`src/rtl/clk_ratio_meter.sv`:
```
// clk_ratio_meter
//   Measures the spacing, in clk cycles, between consecutive edges (rising or
//   falling) of a slow square wave, e.g. the output of the programmable clock
//   divider. This recovers the divide ratio. The block reports every
//   half-period, declares lock after LOCK_COUNT identical results in a row, and
//   flags loss of signal when no edge arrives within MAX cycles.
//
// Ports
//   clk          measurement clock, rising edge
//   rst          synchronous, active-high reset
//   sig_in       signal under test, asynchronous to clk
//   meas_en      measurement enable; low forces IDLE
//   half_period  last valid measurement (1..MAX)
//   meas_valid   one-cycle pulse when half_period updates
//   locked       LOCK_COUNT consecutive equal measurements seen
//   overflow     no edge within MAX cycles; cleared by the next measurement
//   state_dbg    current FSM state (0 IDLE, 1 ARM, 2 MEASURE)
module clk_ratio_meter #(
  parameter int CNT_W       = 8,
  parameter int SYNC_STAGES = 2,
  parameter int LOCK_COUNT  = 4
) (
  input  logic             clk,
  input  logic             rst,
  input  logic             sig_in,
  input  logic             meas_en,
  output logic [CNT_W-1:0] half_period,
  output logic             meas_valid,
  output logic             locked,
  output logic             overflow,
  output logic [1:0]       state_dbg
);

  localparam int MW = $clog2(LOCK_COUNT + 1);
  localparam logic [CNT_W-1:0] CNT_MAX = '1;
  localparam logic [CNT_W-1:0] CNT_ONE = CNT_W'(1);
  localparam logic [MW-1:0]    M_ONE   = MW'(1);
  localparam logic [MW-1:0]    M_LOCK  = MW'(LOCK_COUNT);

  typedef enum logic [1:0] {
    IDLE    = 2'd0,
    ARM     = 2'd1,
    MEASURE = 2'd2
  } state_t;

  state_t            state_q, state_d;
  logic [SYNC_STAGES-1:0] sync_q;
  logic              prev_q;
  logic              sig_edge;
  logic [CNT_W-1:0]  cnt_q, cnt_d;
  logic [MW-1:0]     match_q, match_d;
  logic [CNT_W-1:0]  hp_d;
  logic              mv_d, lock_d, ovf_d;

  // Synchronizer and edge detector run in every state, so a re-enable never
  // sees a stale edge. sync_q[0] is the newest sample.
  always_ff @(posedge clk) begin
    if (rst) begin
      sync_q <= '0;
      prev_q <= 1'b0;
    end else begin
      sync_q <= {sync_q[SYNC_STAGES-2:0], sig_in};
      prev_q <= sync_q[SYNC_STAGES-1];
    end
  end

  assign sig_edge = sync_q[SYNC_STAGES-1] ^ prev_q;

  // match_q == 0 means no measurement has been taken since the last (re)arm,
  // so the first result after ARM never compares against a stale half_period.
  always_comb begin
    state_d = state_q;
    cnt_d   = cnt_q;
    match_d = match_q;
    hp_d    = half_period;
    mv_d    = 1'b0;
    lock_d  = locked;
    ovf_d   = overflow;
    if (!meas_en) begin
      state_d = IDLE;
      cnt_d   = '0;
      match_d = '0;
      lock_d  = 1'b0;
    end else begin
      case (state_q)
        IDLE: begin
          cnt_d   = '0;
          state_d = ARM;
        end
        ARM: begin
          if (sig_edge) begin
            cnt_d   = CNT_ONE;
            state_d = MEASURE;
          end
        end
        MEASURE: begin
          // An edge in the same cycle as cnt_q == MAX is a valid measurement.
          if (sig_edge) begin
            hp_d  = cnt_q;
            mv_d  = 1'b1;
            ovf_d = 1'b0;
            cnt_d = CNT_ONE;
            if (match_q != '0 && cnt_q == half_period)
              match_d = (match_q == M_LOCK) ? M_LOCK : match_q + M_ONE;
            else
              match_d = M_ONE;
            lock_d = (match_d == M_LOCK);
          end else if (cnt_q == CNT_MAX) begin
            ovf_d   = 1'b1;
            lock_d  = 1'b0;
            match_d = '0;
            cnt_d   = '0;
            state_d = ARM;
          end else begin
            cnt_d = cnt_q + CNT_ONE;
          end
        end
        default: begin
          state_d = IDLE;
          cnt_d   = '0;
          match_d = '0;
          lock_d  = 1'b0;
        end
      endcase
    end
  end

  always_ff @(posedge clk) begin
    if (rst) begin
      state_q     <= IDLE;
      cnt_q       <= '0;
      match_q     <= '0;
      half_period <= '0;
      meas_valid  <= 1'b0;
      locked      <= 1'b0;
      overflow    <= 1'b0;
    end else begin
      state_q     <= state_d;
      cnt_q       <= cnt_d;
      match_q     <= match_d;
      half_period <= hp_d;
      meas_valid  <= mv_d;
      locked      <= lock_d;
      overflow    <= ovf_d;
    end
  end

  assign state_dbg = state_q;

endmodule

```
`config.mk`:
```
export PLATFORM = sky130hd
export DESIGN_NAME = clk_ratio_meter
export DESIGN_NICKNAME = d
export VERILOG_FILES = /design/src/rtl/clk_ratio_meter.sv
export SDC_FILE = /design/constraint.sdc
export NUM_CORES = 1
export LEC_CHECK = 0
export CAP_MARGIN = 20
export CORE_UTILIZATION = 50
export CTS_CLUSTER_DIAMETER = 80
export DETAILED_ROUTE_END_ITERATION = 12
export HOLD_SLACK_MARGIN = 0.08
export PLACE_DENSITY = 0.73
export SLEW_MARGIN = 20
export SYNTH_ARGS = -nofsm -noshare
export SYNTH_HDL_FRONTEND = slang
export SYNTH_SLANG_ARGS = --single-unit
```
`constraint.sdc`:
```
create_clock -name clk -period 2.35 [get_ports clk]
set_input_delay 0.47 -clock clk [delete_from_list [all_inputs] [get_ports clk]]
set_output_delay 0.47 -clock clk [all_outputs]
set_load 0.03 [all_outputs]
```
# Word-level counts from Yosys, hierarchy flattened
# Index checks and enable logic that the tools add are counted.
classes:
  n_reduce_logical: 11
  addsub: 2
  mux: 22
  n_bitwise: 4
  n_eq_ne: 10
ops:
  columns: ["operator", "count"]
  rows:
  - ["2-to-1 mux 8 bit", 3]
  - ["2-to-1 mux 3 bit", 7]
  - ["one-hot mux 8 bit (2 select lines)", 1]
  - ["AND reduction 3 bit", 3]
  - ["adder 8 x 1 -> 8 bit, second input constant", 1]
  - ["== test 8 bit", 1]
  - ["== test 8 bit, second input constant", 1]
  - ["== test 3 bit, second input constant", 2]
  - ["2-to-1 mux 2 bit", 3]
  - ["!= test 2 bit, second input constant", 3]
  - ["one-hot mux 2 bit (3 select lines)", 1]
  - ["one-hot mux 3 bit (2 select lines)", 1]
  - ["2-to-1 mux 1 bit", 5]
  - ["OR reduction 2 bit", 2]
  - ["adder 3 x 1 -> 3 bit, second input constant", 1]
  - ["!= test 3 bit, second input constant", 1]
  - ["NOT 1 bit", 3]
  - ["nonzero test 3 bit", 1]
  - ["OR reduction 3 bit", 1]
  - ["== test 2 x 1 -> 1 bit, second input constant", 1]
  - ["== test 2 bit, second input constant", 1]
  - ["zero test 2 bit", 1]
  - ["one-hot mux 1 bit (2 select lines)", 1]
  - ["AND reduction 2 bit", 1]
  - ["other kinds (3)", 3]
totals:
  reg_bits: 27
  output_inout_bits: 13
  in_bits: 4
  wordCells: 58

# Depth between registers and ports, before layout
logic_depth:
  ltp_word: 9
  depth_mapped: 7
  depth_no_buf: 6

# Worst setup path before layout
# Ideal clock, no wire load.
synth_timing:
  path_kind: "reg-to-reg"
  start: "register state_q[1], in the netlist state_dbg[1]"
  end: "register locked"
  stages_incl_launch_ff: 7
  path_buffers: 0
  required_ps: 2263
  arrival_ps: 1849
  setup_ps: 87
  setup_slack_ps: 414
  synth_period_minus_slack_ps: 1936
  cell_sequence: "dfxtp_1 > inv_1 > ha_1 > or2_2 > nor4_1 > o211ai_1 > o31ai_1"
synth_via:
  elab_chain_cells: 4
  word_cells_on_any_way: 8
  cone_classes: "eq/ne: 3; mux: 1; bitwise: 1; reduce/logical: 3"
synth_lines:
  columns: ["element", "line", "rtl"]
  rows:
  - ["from (decl)", "46", "state_t state_q, state_d;"]
  - ["from (signal assigned)", "138", "state_q <= state_d;"]
  - ["== test 2 x 1 -> 1 bit or zero test 2 bit (tied branches)", "85", "case (state_q)"]
  - ["OR reduction 2 bit (no source line)", null, null]
  - ["NOT 1 bit (no source line)", null, null]
  - ["AND reduction 2 bit (no source line)", null, null]
  - ["to (signal assigned)", "143", "locked <= lock_d;"]
  - ["to (decl)", "29", "output logic locked,"]
# Several ways; a longest one is shown, not always the timed one.
# A chain may end at the register's enable or synchronous reset.

# Final worst setup path
layout_timing:
  start: "register state_q[0], in the netlist state_dbg[0]"
  end: "register locked"
# The elaborated chain is that of the path after synthesis.

==> flow_summary.ini <==
[clocking]
root_buffer = clkbuf_4
path_clk_slew_ps = 140
htreeDepth = 1
cts_resized = 0
cts_buffer_depth = 2
numCtsBuffers = 3
clock_sinks = 27
clkLatencyLatePin_ps = 330
cts_hold_buf = 0
cts_setup_buffers = 0
cts_tree = done

[synth]
synth_top_area_share_pct = 40.3
syn_inst = 144
syn_nets = 155
synthArstFlopShare_pct = 0
yosysTopAreaCell = dfxtp_1
syn-mean-instance-area_um2 = 9.31
synth-edff-count = 0
synth_area_leaders = dfxtp_1 40%, xnor2_1 7.2%, ha_1 6.5%
syn_area_mm2 = 0.00134
synth-seq-cells = 27
synth_seq_area_share_pct = 40.3
synthDistinctLibCells = 41
synth_flop_cell = dfxtp_1
yosys_warnings = 0

[power_and_ir_drop]
internal-power_uw = 548
power_leakage_uw = 0.000571
power.density_mw_per_mm2 = 462
power_uw = 719
clkPwrFrac_pct = 28.2
ir_drop_v = 0.000284
switching_share_pct = 23.8
power.switching_uw = 171
combPwrFrac_pct = 7.2
seqPwrFrac_pct = 64.6

[detailed_routing]
avgViaCountPerCell = 5.93
firstDrtPassIters = 4
num_vias = 1126
wire_per_inst_um = 14.3
drtIter0Drc = 18
drc = 0
routed_wl_um = 2720
detail-route-antenna-nets = 0

[timing]
relSlewSlack_pct = 58.7
fmax_mhz = 509
finalWorstPathRequiredPeriod_ps = 1970
rsz0062_at_grt = false
final_max_slew_viol_count = 0
skew_ps = 7.90
hold_viol = 0
finalCritPeriodShare_pct = 83.6
setup_violations = 0
tightest_slew_ps = 616
timing.setup.tns_ps = 0

[placed_design]
portBuffers = 16
dp_hpwl_um = 2030
gp_congestion = 0.788

[setup_path]
crit_required_ps = 2590
r2r_slack_ps = 380
critPathLaunchType = flip-flop
cp_max_fo = 5
critPathKind = flip-flop to flip-flop
worst_ep_arrival_time_ps = 2210
critPathCaptureType = flip-flop

[floorplan]
initial_core_util_pct = 53.6
core_area_mm2 = 0.00250
die_area_mm2 = 0.00289
die_w_um = 53.8
rows = 18
die_y_um = 53.8
io_pins = 17

[layout]
layout-drive-gt1-share_pct = 8.75
fillers = 216
syn2layout_area_growth_pct = 16.2
nNetsFinal = 172
num_antenna_cells = 0

[global_routing]
grt_pass1_vias = 1015
track_usage_pct = 20.9
grt_start_max_net_pins = 17
gr-total-overflow = 0
antenna_found_initial = 0
grt_pass1_wl_um = 4380

[status]
status = complete, no violations

[run]
maxCapViolCount = 0

[hold_path]
hold_path_class = flip-flop to flip-flop
==> synth_stat cells (2+ instances only) <==
master     instances
a21oi_1            9
a22o_1             9
a31oi_1            2
and2_1             2
buf_2              2
clkbuf_1           3
dfxtp_1           27
ha_1               7
inv_1              5
nand2_1            7
nand3_1            5
nand4_1            2
nor2_1            10
nor2b_1            4
o211a_1            2
o211ai_1           2
o21a_1             2
o21ai_0            7
o2bb2ai_1          2
or2_2              2
or4_1              3
xnor2_1           11
==> final cells by class <==
| type | instances | area [um^2] | area share, % |
|---|---|---|---|
| multi-input cells | 106 | 754 | 48.5 |
| repair buffers | 18 | 175 | 11.3 |
| clock buffers | 3 | 22.5 | 1.45 |
| clock inverters | 1 | 7.51 | 0.482 |
| well taps | 30 | 37.5 | 2.41 |
| flip-flops and latches | 27 | 541 | 34.7 |
| inverters | 5 | 18.8 | 1.21 |
==> cells by family (layout without fill, tap and decap cells) <==
kind of cell,count (synthesis),count (layout),synth area share (%)
AND/OR/NAND/NOR,44,44,18.1
AO/OA/AOI/OAI,41,41,21.8
flip-flops,27,27,40.3
XOR/XNOR,13,13,9.06
buffers and inverters,11,27,3.36
adder cells (fa/ha/maj),7,7,6.54
multiplexers,1,1,0.840
==> metal layers <==
layer  routed length (um)  track usage (%)
met4                   24             7.46
met1                 1410             26.7
met5                    0                0
met2                 1220             34.8
met3                   64             3.95
==> worst max-delay path, stage by stage (launching register included) <==
cell	delay (ps)
dfxtp_1	410
inv_1	80
ha_1	210
or2_2	310
nor4_1	420
o211ai_1	220
o31ai_1	240
==> power by group through the flow <==
stage | Combinational [uW] | Clock (uW) | Sequential [uW]
after detailed placement | 50.9 | 0 | 475
after floorplan | 30.5 | 0 | 477
final | 51.8 | 203 | 464
after global placement | 50.1 | 0 | 474
after CTS | 51.5 | 210 | 465
after global routing | 55.9 | 233 | 466
==> stage by stage <==
stage / util, % / instance area (um^2) / instances / hold WS [ps] / worst slack (ps)
after floorplan: - / 1340 / 144 / 414 / 414
after global placement: 61.1 / 1530 / 186 / 448 / 400
after detailed placement: 61.1 / 1530 / 186 / 442 / 280
after CTS: 62.3 / 1560 / 190 / 468 / 415
after global routing: 62.3 / 1560 / 190 / 483 / 248
final: 62.3 / 1560 / 190 / 466 / 385
==> worst paths after layout <==
kind,startpoint,cells past startpoint,end
min,sync_q[0]$_SDFF_PP0_,1,sync_q[1]$_SDFF_PP0_
max reg2reg,state_dbg[0]$_SDFFE_PP0P_,6,locked$_SDFFE_PP0P_
max,state_dbg[0]$_SDFFE_PP0P_,6,locked$_SDFFE_PP0P_
min reg2reg,sync_q[0]$_SDFF_PP0_,1,sync_q[1]$_SDFF_PP0_
==> sequential cells by signal (all words and copies together), names as in the netlist <==
name / cells
half_period: 8
state_dbg: 2
match_q: 3
sync_q: 2
cnt_q: 8
overflow: 1
meas_valid: 1
locked: 1
prev_q: 1
==> placed cells by master (no fill, tap or decap), types with 3 or more instances in the layout <==
cell	count
a22o_1	9
inv_1	5
nand2_1	7
o21ai_0	7
xnor2_1	11
dfxtp_1	27
nor2b_1	4
a21oi_1	9
ha_1	7
nand3_1	5
nor2_1	10
or4_1	3
clkbuf_4	3
clkdlybuf4s50_1	16
(Power assumes the default switching activity.)
